===== src/rtl/capi_res_mgr_mc.sv =====
// Tag pool manager: hands out tags from a free-list FIFO to several channels under
// per-channel outstanding limits, and takes them back through a two-stage checked free path.
module capi_res_mgr_mc #(
  parameter int id_width  = 4,
  parameter int channels  = 4,
  parameter bit tag_check = 1'b1,
  localparam int ch_width = (channels > 1) ? $clog2(channels) : 1
) (
  input  logic                               clk,
  input  logic                               reset,
  input  logic [channels-1:0]                i_req_v,
  input  logic [channels*(id_width+1)-1:0]   i_limit,
  output logic [channels-1:0]                o_gnt_v,
  output logic [id_width-1:0]                o_gnt_id,
  input  logic                               i_free_v,
  input  logic [id_width-1:0]                i_free_id,
  input  logic [ch_width-1:0]                i_free_ch,
  output logic                               o_free_err,
  output logic                               o_owner_err,
  output logic [channels*(id_width+1)-1:0]   o_cnt,
  output logic                               o_init_done,
  output logic                               o_idle
);

  localparam int num_res = 1 << id_width;
  localparam int cw      = id_width + 1;

  // Handshake: i_req_v is a level; each o_gnt_v pulse hands out exactly one tag, and a
  // requester still high in the grant cycle is re-arbitrated from the following cycle.
  // i_free_v is a one-cycle strobe with no back-pressure; rejected frees only pulse an error.

  logic [id_width-1:0] mem [num_res];
  logic [ch_width-1:0] owner [num_res];
  logic [num_res-1:0]  in_use;
  logic [id_width-1:0] rd_ptr, wr_ptr;
  logic [cw-1:0]       fifo_cnt, init_cnt;
  logic                init_done;
  logic [cw-1:0]       cnt_q [channels];
  logic [channels-1:0] gnt_q;
  logic [id_width-1:0] gnt_id_q;
  logic [ch_width-1:0] rr_ptr;
  logic                f1_v;
  logic [id_width-1:0] f1_id;
  logic [ch_width-1:0] f1_ch;
  logic                free_err_q, owner_err_q;

  logic                fifo_empty, fifo_full, init_load, push_any;
  logic [id_width-1:0] push_data, head_id;
  logic [channels-1:0] eligible, cnt_inc, cnt_dec;
  logic                win_v;
  logic [ch_width-1:0] win_ch;
  logic                f_free_err, f_owner_err, f_accept;
  logic                all_zero;

  assign fifo_empty = (fifo_cnt == '0);
  assign fifo_full  = (fifo_cnt == cw'(num_res));
  assign init_load  = !init_done && (init_cnt != cw'(num_res));
  assign head_id    = mem[rd_ptr];

  always_comb begin
    eligible = '0;
    for (int c = 0; c < channels; c++) begin
      eligible[c] = init_done && i_req_v[c] && !fifo_empty && !gnt_q[c] &&
                    (cnt_q[c] < i_limit[c*cw +: cw]);
    end
  end

  // Round robin: scan from rr_ptr upward first, then wrap to the channels below it.
  always_comb begin
    win_v  = 1'b0;
    win_ch = '0;
    for (int c = 0; c < channels; c++) begin
      if (!win_v && eligible[c] && (ch_width'(c) >= rr_ptr)) begin
        win_v  = 1'b1;
        win_ch = ch_width'(c);
      end
    end
    for (int c = 0; c < channels; c++) begin
      if (!win_v && eligible[c] && (ch_width'(c) < rr_ptr)) begin
        win_v  = 1'b1;
        win_ch = ch_width'(c);
      end
    end
  end

  // Stage 2 of the free path: judge the registered free against the in-use/owner table.
  always_comb begin
    f_free_err  = 1'b0;
    f_owner_err = 1'b0;
    f_accept    = 1'b0;
    if (tag_check) begin
      if (f1_v && !in_use[f1_id])            f_free_err  = 1'b1;
      else if (f1_v && owner[f1_id] != f1_ch) f_owner_err = 1'b1;
      else if (f1_v)                          f_accept    = !fifo_full;
    end else begin
      f_accept = f1_v && init_done && !fifo_full;
    end
  end

  assign push_any  = init_load || f_accept;
  assign push_data = init_load ? init_cnt[id_width-1:0] : f1_id;

  always_comb begin
    cnt_inc = '0;
    cnt_dec = '0;
    for (int c = 0; c < channels; c++) begin
      cnt_inc[c] = win_v && (win_ch == ch_width'(c));
      cnt_dec[c] = f_accept && (f1_ch == ch_width'(c)) && (cnt_q[c] != '0);
    end
  end

  always_ff @(posedge clk) begin
    if (reset) begin
      init_cnt    <= '0;
      init_done   <= 1'b0;
      rd_ptr      <= '0;
      wr_ptr      <= '0;
      fifo_cnt    <= '0;
      gnt_q       <= '0;
      gnt_id_q    <= '0;
      rr_ptr      <= '0;
      in_use      <= '0;
      f1_v        <= 1'b0;
      f1_id       <= '0;
      f1_ch       <= '0;
      free_err_q  <= 1'b0;
      owner_err_q <= 1'b0;
      for (int c = 0; c < channels; c++) cnt_q[c] <= '0;
    end else begin
      if (init_load) init_cnt <= init_cnt + 1'b1;
      if (init_cnt == cw'(num_res)) init_done <= 1'b1;
      for (int c = 0; c < channels; c++) begin
        gnt_q[c] <= cnt_inc[c];
        if (cnt_inc[c] && !cnt_dec[c])      cnt_q[c] <= cnt_q[c] + 1'b1;
        else if (cnt_dec[c] && !cnt_inc[c]) cnt_q[c] <= cnt_q[c] - 1'b1;
      end
      if (win_v) begin
        gnt_id_q <= head_id;
        rd_ptr   <= rd_ptr + 1'b1;
        rr_ptr   <= (int'(win_ch) == channels - 1) ? '0 : win_ch + 1'b1;
      end
      if (push_any) wr_ptr <= wr_ptr + 1'b1;
      fifo_cnt <= fifo_cnt + cw'(push_any) - cw'(win_v);
      if (f_accept) in_use[f1_id] <= 1'b0;
      if (win_v)    in_use[head_id] <= 1'b1;
      f1_v        <= i_free_v;
      f1_id       <= i_free_id;
      f1_ch       <= i_free_ch;
      free_err_q  <= f_free_err;
      owner_err_q <= f_owner_err;
    end
  end

  always_ff @(posedge clk) begin
    if (push_any) mem[wr_ptr] <= push_data;
    if (win_v)    owner[head_id] <= win_ch;
  end

  always_comb begin
    o_cnt    = '0;
    all_zero = 1'b1;
    for (int c = 0; c < channels; c++) begin
      o_cnt[c*cw +: cw] = cnt_q[c];
      if (cnt_q[c] != '0) all_zero = 1'b0;
    end
  end

  assign o_gnt_v     = gnt_q;
  assign o_gnt_id    = gnt_id_q;
  assign o_free_err  = free_err_q;
  assign o_owner_err = owner_err_q;
  assign o_init_done = init_done;
  assign o_idle      = init_done && all_zero;

endmodule


===== config.mk =====
export PLATFORM = sky130hd
export DESIGN_NAME = capi_res_mgr_mc
export DESIGN_NICKNAME = d
export VERILOG_FILES = /design/src/rtl/capi_res_mgr_mc.sv
export SDC_FILE = /design/constraint.sdc
export NUM_CORES = 1
export LEC_CHECK = 0
export CAP_MARGIN = 20
export CORE_ASPECT_RATIO = 0.6
export CORE_UTILIZATION = 32
export DETAILED_ROUTE_END_ITERATION = 8
export GPL_TIMING_DRIVEN = 0
export PLACE_DENSITY = 0.61
export REMOVE_ABC_BUFFERS = 1
export SETUP_SLACK_MARGIN = 0.5
export SLEW_MARGIN = 5
export SYNTH_ARGS = -nofsm -noshare
export SYNTH_HDL_FRONTEND = slang
export SYNTH_SLANG_ARGS = --single-unit

===== constraint.sdc =====
create_clock -name clk -period 9.7 [get_ports clk]
set_clock_uncertainty 0.15 [all_clocks]
set_input_delay 1.455 -clock clk [delete_from_list [all_inputs] [get_ports clk]]
set_output_delay 1.455 -clock clk [all_outputs]
set_load 0.05 [all_outputs]

==> out/qor.txt <==
Worst Path Required -> 9.82 ns
Final worst-path cycle share -> 62.1%
Routability congestion estimate -> 0.799
Antenna violations before repair -> 0
Core Area -> 25600 µm²
XOR/XNOR share of the synthesized area -> 2.79%
Port Buffers -> 64
Synth Warn # -> 0
Largest net degree at the start of global routing -> 83
Slew HR -> 40.5%
Cell Rows -> 45
Critical Path Max Stage Delay -> 0.77 ns
Worst-case clock buffer depth -> 2
Fin Setup TNS -> 0 ns
Via count -> 5612
Slew @ Worst Pin -> 0.893 ns
Main combinational cell family by area after synthesis -> simple AND/OR/NAND/NOR gates
Status -> completed
Seq/Total Area, Yosys -> 54.9%
Drt pass-1 iters -> 5
Design area -> 10100 µm²
CTS clk-pin slew, worst paths -> 0.07 ns
Via density -> 4.95
Gr ovfl total -> 0
DP Area -> 9430 µm²
Predominant post-synthesis flop cell -> edfxtp_1
LEAKAGE -> 3.77 nW
First-pass GRT wire length -> 29500 µm
Worst R2R Path Depth -> 16
R2r setup slk -> 4.62 ns
Die height -> 128 µm
CTS tree -> yes
Final Max Slew Viols -> 0
Clock Tree Root -> clkbuf_16
Combinational Power Share -> 8.1%
Compound-gate portion of the synthesized area -> 9.89%
Fin. Hold Viols -> 0
Simple-gate share of the synthesized area -> 12.0%
Worst-path maximum fanout -> 16
H-tree lvl count -> 4
Critical Path AT -> 6.14 ns
Met2 Track Usage GR -> 18.2%
WP buf/inv -> 2
DRC -> 0
Post-synthesis mux area share -> 8.76%
Number of synthesized flops with an enable pin -> 116
Layout Nets -> 848
Worst hold path endpoint -> o_gnt_id[2]$_SDFFE_PP0N_
Share of power burned in the clock network -> 44.1%
Worst r2r src -> f1_id[0]$_SDFF_PP0_
Synth unique cells -> 54
RSZ-0062 raised after global routing -> false
Seq cells post-synth -> 174
Vias in the first global route -> 5094
Initial Util -> 33.1%
Layout area overhead -> 19.5%
GRT Total Usage -> 14.5%
Setup CP Type -> in -> reg
Met3 usage -> 4.51%
Die X-Extent -> 212 µm
Slowest cell on crit path -> nand4_1
Mapped Avg Cell Area -> 11.9 µm²
Switching share of power -> 23.2%
Cell-internal power -> 1.33 mW
Inserted Clock Buffers -> 17
Worst path top cell family by delay -> simple AND/OR/NAND/NOR gates
I/O pin count -> 65
Area of the mapped netlist -> 8470 µm²
Initial DRC Count -> 459
Max Fclk -> 166 MHz
Hold depth -> 2
# hold bufs at CTS -> 0
Commonest non-fill, non-tap cell in the layout -> edfxtp_1
Layout cells sized above 1 -> 9.08%
Post-cts gate resize count -> 0
Syn Inst Count -> 709
Top Usage Layer GRT -> met1
Die ar. -> 27100 µm²
Clock latency on the worst-skew pair -> 0.44 ns
Hold crit path type -> reg -> reg
Peak supply drop -> 0.121 mV
Critical path cell sequence -> clkdlybuf4s50_1 -> inv_1 -> ha_1 -> nand2_1 -> o21ai_0 -> a21oi_1 -> o2111ai_1 -> nand4_1 -> and2_1 -> or3_1 -> fa_1 -> nor2b_1 -> o21a_1 -> nor2_1 -> xnor2_1 -> or3_1 -> a21oi_1
Beginning of the worst hold path -> o_gnt_id[2]$_SDFFE_PP0N_
Minimum clock period -> 6.02 ns
Max Cap Violations -> 0
Asr flop ratio synth -> 0%
Total Routed Length -> 18900 µm
Avg WL per Cell -> 16.7 µm
CTS sink cnt -> 174
ANT nets after route -> 0
Post-Synth Adder-Cell Area -> 7.15%
GR Layer Usage met1 -> 23.0%
Final setup vio count -> 0
Worst Setup Start Kind -> primary input
Power Dens Cells -> 172 nW/µm²
Reg power frac -> 47.7%
DP HPWL -> 13500 µm
Worst r2r dst -> fifo_cnt[4]$_SDFF_PP0_
# diodes -> 0
Switch Pwr -> 0.404 mW
Worst setup EP type -> flip-flop
Commonest non-fill, non-tap cells in the layout -> edfxtp_1 (116), inv_1 (66), clkdlybuf4s50_1 (63)
Setup Fix Bufs, Post-CTS -> 0
## state kept, by name (all words and copies together) (netlist names), named ones only
name	flops
o_owner_err	1
in_use	16
o_gnt_id	4
cnt_q	20
wr_ptr	4
rr_ptr	2
fifo_cnt	5
f1_v	1
o_gnt_v	4
o_init_done	1
rd_ptr	4
init_cnt	5
f1_id	4
owner	32
mem	64
f1_ch	2
o_free_err	1
## worst reg2reg max path: cells and delay by family, from the launching register on
family | cells | cell delay [ns]
AO/OA/AOI/OAI | 5 | 1.24
adder cells (fa/ha/maj) | 3 | 0.91
buffers and inverters | 3 | 0.18
flip-flops | 1 | 0.76
AND/OR/NAND/NOR | 5 | 1.70
## worst max path at each step
stage                           start                   endpoint  depth (start not counted)
final                     i_limit[17]  cnt_q[0][4]$_SDFFCE_PN0P_                         17
after global routing       i_limit[7]  cnt_q[0][4]$_SDFFCE_PN0P_                         17
after CTS                  i_limit[7]  cnt_q[0][4]$_SDFFCE_PN0P_                         17
after detailed placement   i_limit[7]  cnt_q[0][4]$_SDFFCE_PN0P_                         17
after global placement          reset  cnt_q[2][4]$_SDFFCE_PN0P_                          8
after floorplan           i_limit[17]  cnt_q[0][4]$_SDFFCE_PN0P_                         21
## stage by stage
stage	power, mW	std cells	hold WS (ns)	util [%]	worst slack [ns]
after CTS	1.75	1133	0.307	39.4	3.73
after global placement	0.983	1099	0.291	36.7	3.21
after global routing	1.80	1134	0.332	39.5	3.33
after floorplan	0.931	683	0.283	-	4.49
after detailed placement	0.986	1101	0.301	36.8	3.29
final	1.74	1134	0.302	39.5	3.68
## Yosys cell counts (7+ instances only)
cell,n,area share (%)
edfxtp_1,116,41
inv_1,66,2.9
dfxtp_1,58,14
a21oi_1,50,3.0
nand2_1,43,1.9
ha_1,42,6.2
nor2_1,39,1.7
nor3_1,26,1.5
nor2b_1,25,1.8
mux4_2,24,6.4
mux2i_1,19,2.2
clkbuf_1,17,0.75
xor2_1,17,1.8
o21ai_0,14,0.83
nand3_1,13,0.77
and2_1,12,0.89
o31ai_1,12,1.1
a21o_1,10,0.89
xnor2_1,10,1.0
nand2b_1,9,0.66
a22oi_1,8,0.71
or3_1,8,0.59
and3_1,7,0.52
## cell type report
type                            instances  area [µm²]
Fill cell                            2439       15500
Sequential cell                       174        4650
Multi-Input combinational cell        443        3440
Timing Repair Buffer                   67         678
Tap cell                              352         440
Clock buffer                           18         429
Inverter                               66         248
Clock inverter                         14         235
## power by group through the flow
| stage | registers (mW) | logic, mW | clock network, mW |
|---|---|---|---|
| after floorplan | 0.849 | 0.0815 | 0 |
| after global placement | 0.846 | 0.138 | 0 |
| after detailed placement | 0.845 | 0.141 | 0 |
| after CTS | 0.829 | 0.141 | 0.781 |
| after global routing | 0.832 | 0.156 | 0.808 |
| final | 0.829 | 0.141 | 0.767 |
## logic make-up after synthesis
group,count (synthesis)
flops,174
simple gates,199
buf+inv,92
xor+xnor,27
compound gates,127
mux,44
fa+ha+maj,46
## per-layer routing
metal,vias to the layer above,share of wire (%)
met5,-,0
met4,0,0.83
met3,13,8.5
met2,209,38
met1,2679,52
li1,2711,-
Note: power is estimated with default switching activity, not from simulation.
==> variant 1 (same settings) <==
The output `o_owner_err` loses its register stage (`owner_err_q` becomes a continuous assignment).
--- a/src/rtl/capi_res_mgr_mc.sv
+++ b/src/rtl/capi_res_mgr_mc.sv
@@ -124,7 +124,6 @@
       f1_id       <= '0;
       f1_ch       <= '0;
       free_err_q  <= 1'b0;
-      owner_err_q <= 1'b0;
       for (int c = 0; c < channels; c++) cnt_q[c] <= '0;
     end else begin
       if (init_load) init_cnt <= init_cnt + 1'b1;
@@ -147,9 +146,10 @@
       f1_id       <= i_free_id;
       f1_ch       <= i_free_ch;
       free_err_q  <= f_free_err;
-      owner_err_q <= f_owner_err;
     end
   end
+
+  assign owner_err_q = f_owner_err;
 
   always_ff @(posedge clk) begin
     if (push_any) mem[wr_ptr] <= push_data;
Behaviour: no difference found for any inputs over 10 cycles, from zero or initial values and one cycle with reset high; that may be too few to reach the edited logic, so the function may still have changed.
==> variant 1 against the original RTL <==
  * Via count down 1.2%
  * Sequential cell count down 1
  * Maximum frequency is 3.5% higher
  * Design area is 0.19% lower
  * Setup slack better by 0.20 ns
  * Cell count about the same
  * Wire length decreased by 0.67%
  * Global-route usage is 0.29 points higher
  * Power fell by 3.3%
  * Area after synthesis is essentially flat
  * Critical path type unchanged
  * Largest cell class unchanged
  * Largest power group unchanged
  * Highest routed layer unchanged
==> variant 1: results (changes against the original RTL) <==
GRT Resource Usage Total = 14.8% (+0.29 points)
Ratio of cells with drive above 1 in the final layout = 11.0% (+1.9 points)
Root buffer cell = clkbuf_16
CP max-delay cell = a31oi_1
CP max stage delay = 0.72 ns (-0.05 ns)
Outcome = finished, final reports clean
Synth area leaders = edfxtp_1 41%, dfxtp_1 13%, mux4_2 7.2%, ha_1 6.2%, a21oi_1 2.9%
Max Cap Violations = 0 (unchanged)
CTS clk-pin slew, worst paths = 0.07 ns (about the same)
Total Nets Final = 847 (-0.12%)
Via count = 5543 (-1.2%)
Dpl cell area = 0.00948 mm² (+0.56%)
Hold Path Cell Cnt = 2 (unchanged)
Largest net degree at the start of global routing = 84 (+1.2%)
Dpl hpwl = 13600 µm (+0.76%)
Maximum VDD drop = 0.116 mV (-4.7%)
Total CTS buffers = 17 (unchanged)
Yosys cell types = 62 (+15%)
Diode count = 0 (unchanged)
Final non-filler cell area = 0.0101 mm² (-0.19%)
Most frequent cells after synthesis = 116 x edfxtp_1, 61 x inv_1, 57 x dfxtp_1, 50 x nor2_1
Setup slack at placement = 3.45 ns (+0.165 ns)
Syn avg cell area = 12.0 µm² (+0.35%)
Met2 global-route usage = 18.3% (+0.058 points)
Placed insts = 1099 (-0.18%)
R2r worst-path depth = 15 (-1)
Sequential fraction of the synthesis area = 54.7% (-0.20 points)
Filler Cells Inserted = 2451 (+0.49%)
Final Wtd Congestion = 0.791 (-0.94%)
First-pass GRT wire length = 30100 µm (+2.3%)
Leakage = 3.79 nW (+0.64%)
WP data arrival = 5.84 ns (-0.30 ns)
Number of I/O port buffers = 64 (unchanged)
H-Tree Depth = 4 (unchanged)
Vias in the first global route = 5270 (+3.5%)
Starting DRT DRC Count = 463 (+0.87%)
GRT met3 Usage = 3.58% (-0.93 points)
Drt via density = 4.89 (-1.1%)
CTS resizes = 0 (unchanged)
Met1 Use GR = 24.2% (+1.2 points)
Crit path max fanout = 8 (-8)
Least-Margin Pin Slew = 0.959 ns (+0.0665 ns)
Post-Route WL = 18800 µm (-0.67%)
[variant 1: final timing paths]
path | start | end | slack [ns]
max | i_limit[16] | cnt_q[0][4] | 3.88
min | o_gnt_id[1] | o_gnt_id[1] | 0.31
max reg2reg | f1_id[1] | cnt_q[2][4] | 4.64
min reg2reg | o_gnt_id[1] | o_gnt_id[1] | 0.31
[variant 1: area by class of cell]
class                           count  area (µm²)  area share, %
Multi-Input combinational cell    443        3460           34.2
Clock buffer                       18         429           4.25
Sequential cell                   173        4620           45.8
Timing Repair Buffer               71         736           7.29
Clock inverter                     14         176           1.75
Tap cell                          352         440           4.36
Inverter                           62         233           2.31
[variant 1: logic make-up (layout without fill, tap and decap cells)]
kind of cell,count (synthesis),count (layout),share of synthesized area [%]
flops,173,173,54.7
fa+ha+maj,46,46,7.16
mux,46,46,9.52
simple gates,201,201,12.4
buf+inv,90,165,4.57
xor+xnor,29,29,3.09
compound gates,121,121,8.56
[variant 1: worst max-delay path, delay by kind of cell]
kind / cells / cell delay [ns]
buf+inv: 4 / 0.64
fa+ha+maj: 3 / 0.89
xor+xnor: 1 / 0.15
compound gates: 7 / 1.64
mux: 1 / 0.12
simple gates: 6 / 0.93
[variant 1: per-layer routing]
| metal | vias up | share of wire [%] |
|---|---|---|
| li1 | 2685 | - |
| met1 | 2640 | 54 |
| met2 | 206 | 38 |
| met3 | 12 | 7.9 |
| met4 | 0 | 0.69 |
| met5 | - | 0 |
[variant 1: where the power goes]
group	internal (mW)	switching [mW]
registers	0.804	0.0199
clock network	0.392	0.316
logic	0.0655	0.0833
total	1.26	0.419
==> variant 2 (config.mk and constraints unchanged) <==
Made on the original files. Change the parameter `id_width` from 4 to 3.
--- a/src/rtl/capi_res_mgr_mc.sv
+++ b/src/rtl/capi_res_mgr_mc.sv
@@ -1,7 +1,7 @@
 // Tag pool manager: hands out tags from a free-list FIFO to several channels under
 // per-channel outstanding limits, and takes them back through a two-stage checked free path.
 module capi_res_mgr_mc #(
-  parameter int id_width  = 4,
+  parameter int id_width  = 3,
   parameter int channels  = 4,
   parameter bit tag_check = 1'b1,
   localparam int ch_width = (channels > 1) ? $clog2(channels) : 1
Interface: changed (resized i_free_id, i_limit, o_cnt and o_gnt_id); port bits go from 65 to 55. The function was not compared with the original's and may differ.
==> variant 2 against the original RTL <==
  * Design area is 40% lower
  * Sequential cell count is 75 lower
  * Area after synthesis is 40% lower
  * Sequential power is 42% lower
  * Maximum frequency is 5.2% higher
  * Setup slack better by 0.30 ns
  * Power is 46% lower
  * Critical endpoint is now cnt_q[0][3]
  * Critical path depth is 3 higher
  * Largest cell class unchanged
  * Wire length is 40% lower
==> variant 2: results (changes against the original RTL) <==
CP max-delay cell = nor2_1
Drt via density = 4.89 (-1.1%)
Filler Cells Inserted = 1495 (-39%)
H-Tree Depth = 3 (-1)
DR pass1 iterations = 4 (-1)
Switching share of total power = 26.1% (+2.8 points)
Outcome = finished, final reports clean
Routed len/inst = 15.7 µm (-6.2%)
Top flop regs = mem: 24 flops, cnt_q: 16 flops, owner: 16 flops
Reg2reg setup slack = 4.79 ns (+0.17 ns)
Most frequent cells after synthesis = 56 x edfxtp_1, 46 x inv_1, 45 x nor2_1, 43 x dfxtp_1, 32 x ha_1
Leakage = 2.30 nW (-39%)
Sequential fraction of the synthesis area = 49.9% (-5.0 points)
Hold path start = in_use[0]
Crit path max fanout = 11 (-5)
Dpl cell area = 0.00582 mm² (-38%)
Total Nets Final = 581 (-31%)
First-pass GRT wire length = 18400 µm (-38%)
Maximum VDD drop = 0.0925 mV (-24%)
Yosys cell types = 57 (+5.6%)
R2r worst-path depth = 17 (+1)
Worst r2r dst = cnt_q[0][3]
Post-Syn Instances = 466 (-34%)
Largest net degree at the start of global routing = 50 (-40%)
Dpl hpwl = 8600 µm (-36%)
Placed insts = 709 (-36%)
[variant 2: tightest hold or removal path: stages (launching register included)]
cell and delay (ns):
dfxtp_1 0.31, o31ai_1 0.06, a21oi_1 0.06
[variant 2: worst max-delay path by stage]
stage	start	to
global placement	i_limit[9]	cnt_q[0][3]
finish	i_limit[7]	cnt_q[0][3]
global route	i_limit[6]	cnt_q[0][3]
detailed placement	i_limit[7]	cnt_q[0][3]
CTS	i_limit[7]	cnt_q[0][3]
floorplan	i_limit[6]	cnt_q[0][3]
[variant 2: logic make-up after synthesis]
logic type	after synthesis	share of synthesized area, %
flops	99	49.9
compound gates	80	10.8
buf+inv	61	5.01
simple gates	142	14.3
xor+xnor	22	3.93
mux	26	6.66
fa+ha+maj	36	9.43
[variant 2: cell type report]
| class | instances | share of cell area (%) |
|---|---|---|
| clock inverters | 6 | 0.759 |
| repair buffers | 55 | 9.11 |
| clock buffers | 10 | 3.76 |
| multi-input cells | 306 | 37.7 |
| well taps | 203 | 4.17 |
| inverters | 46 | 2.83 |
| flip-flops and latches | 99 | 41.7 |
[variant 2: routing by layer]
layer / GRT usage [%] / routed length (µm) / vias up
li1: - / - / 1766
met3: 3.88 / 560 / 7
met1: 21.7 / 5950 / 1707
met5: 0 / 0 / -
met4: 3.81 / 104 / 0
met2: 21.3 / 4740 / 67
[variant 2: per-stage QoR]
stage	worst slack, ns	power, mW
2_1_floorplan	4.86	0.559
3_3_place_gp	3.67	0.597
3_5_place_dp	3.68	0.603
4_1_cts	4.04	0.939
5_1_grt	3.65	0.970
6_report	3.98	0.931
[variant 2: power groups by stage]
stage          Sequential (mW)  Clock, mW  Combinational, mW
5_1_grt                  0.482      0.361              0.128
3_3_place_gp             0.487          0              0.110
4_1_cts                  0.479      0.345              0.115
3_5_place_dp             0.488          0              0.114
2_1_floorplan            0.494          0             0.0652
6_report                 0.479      0.338              0.114
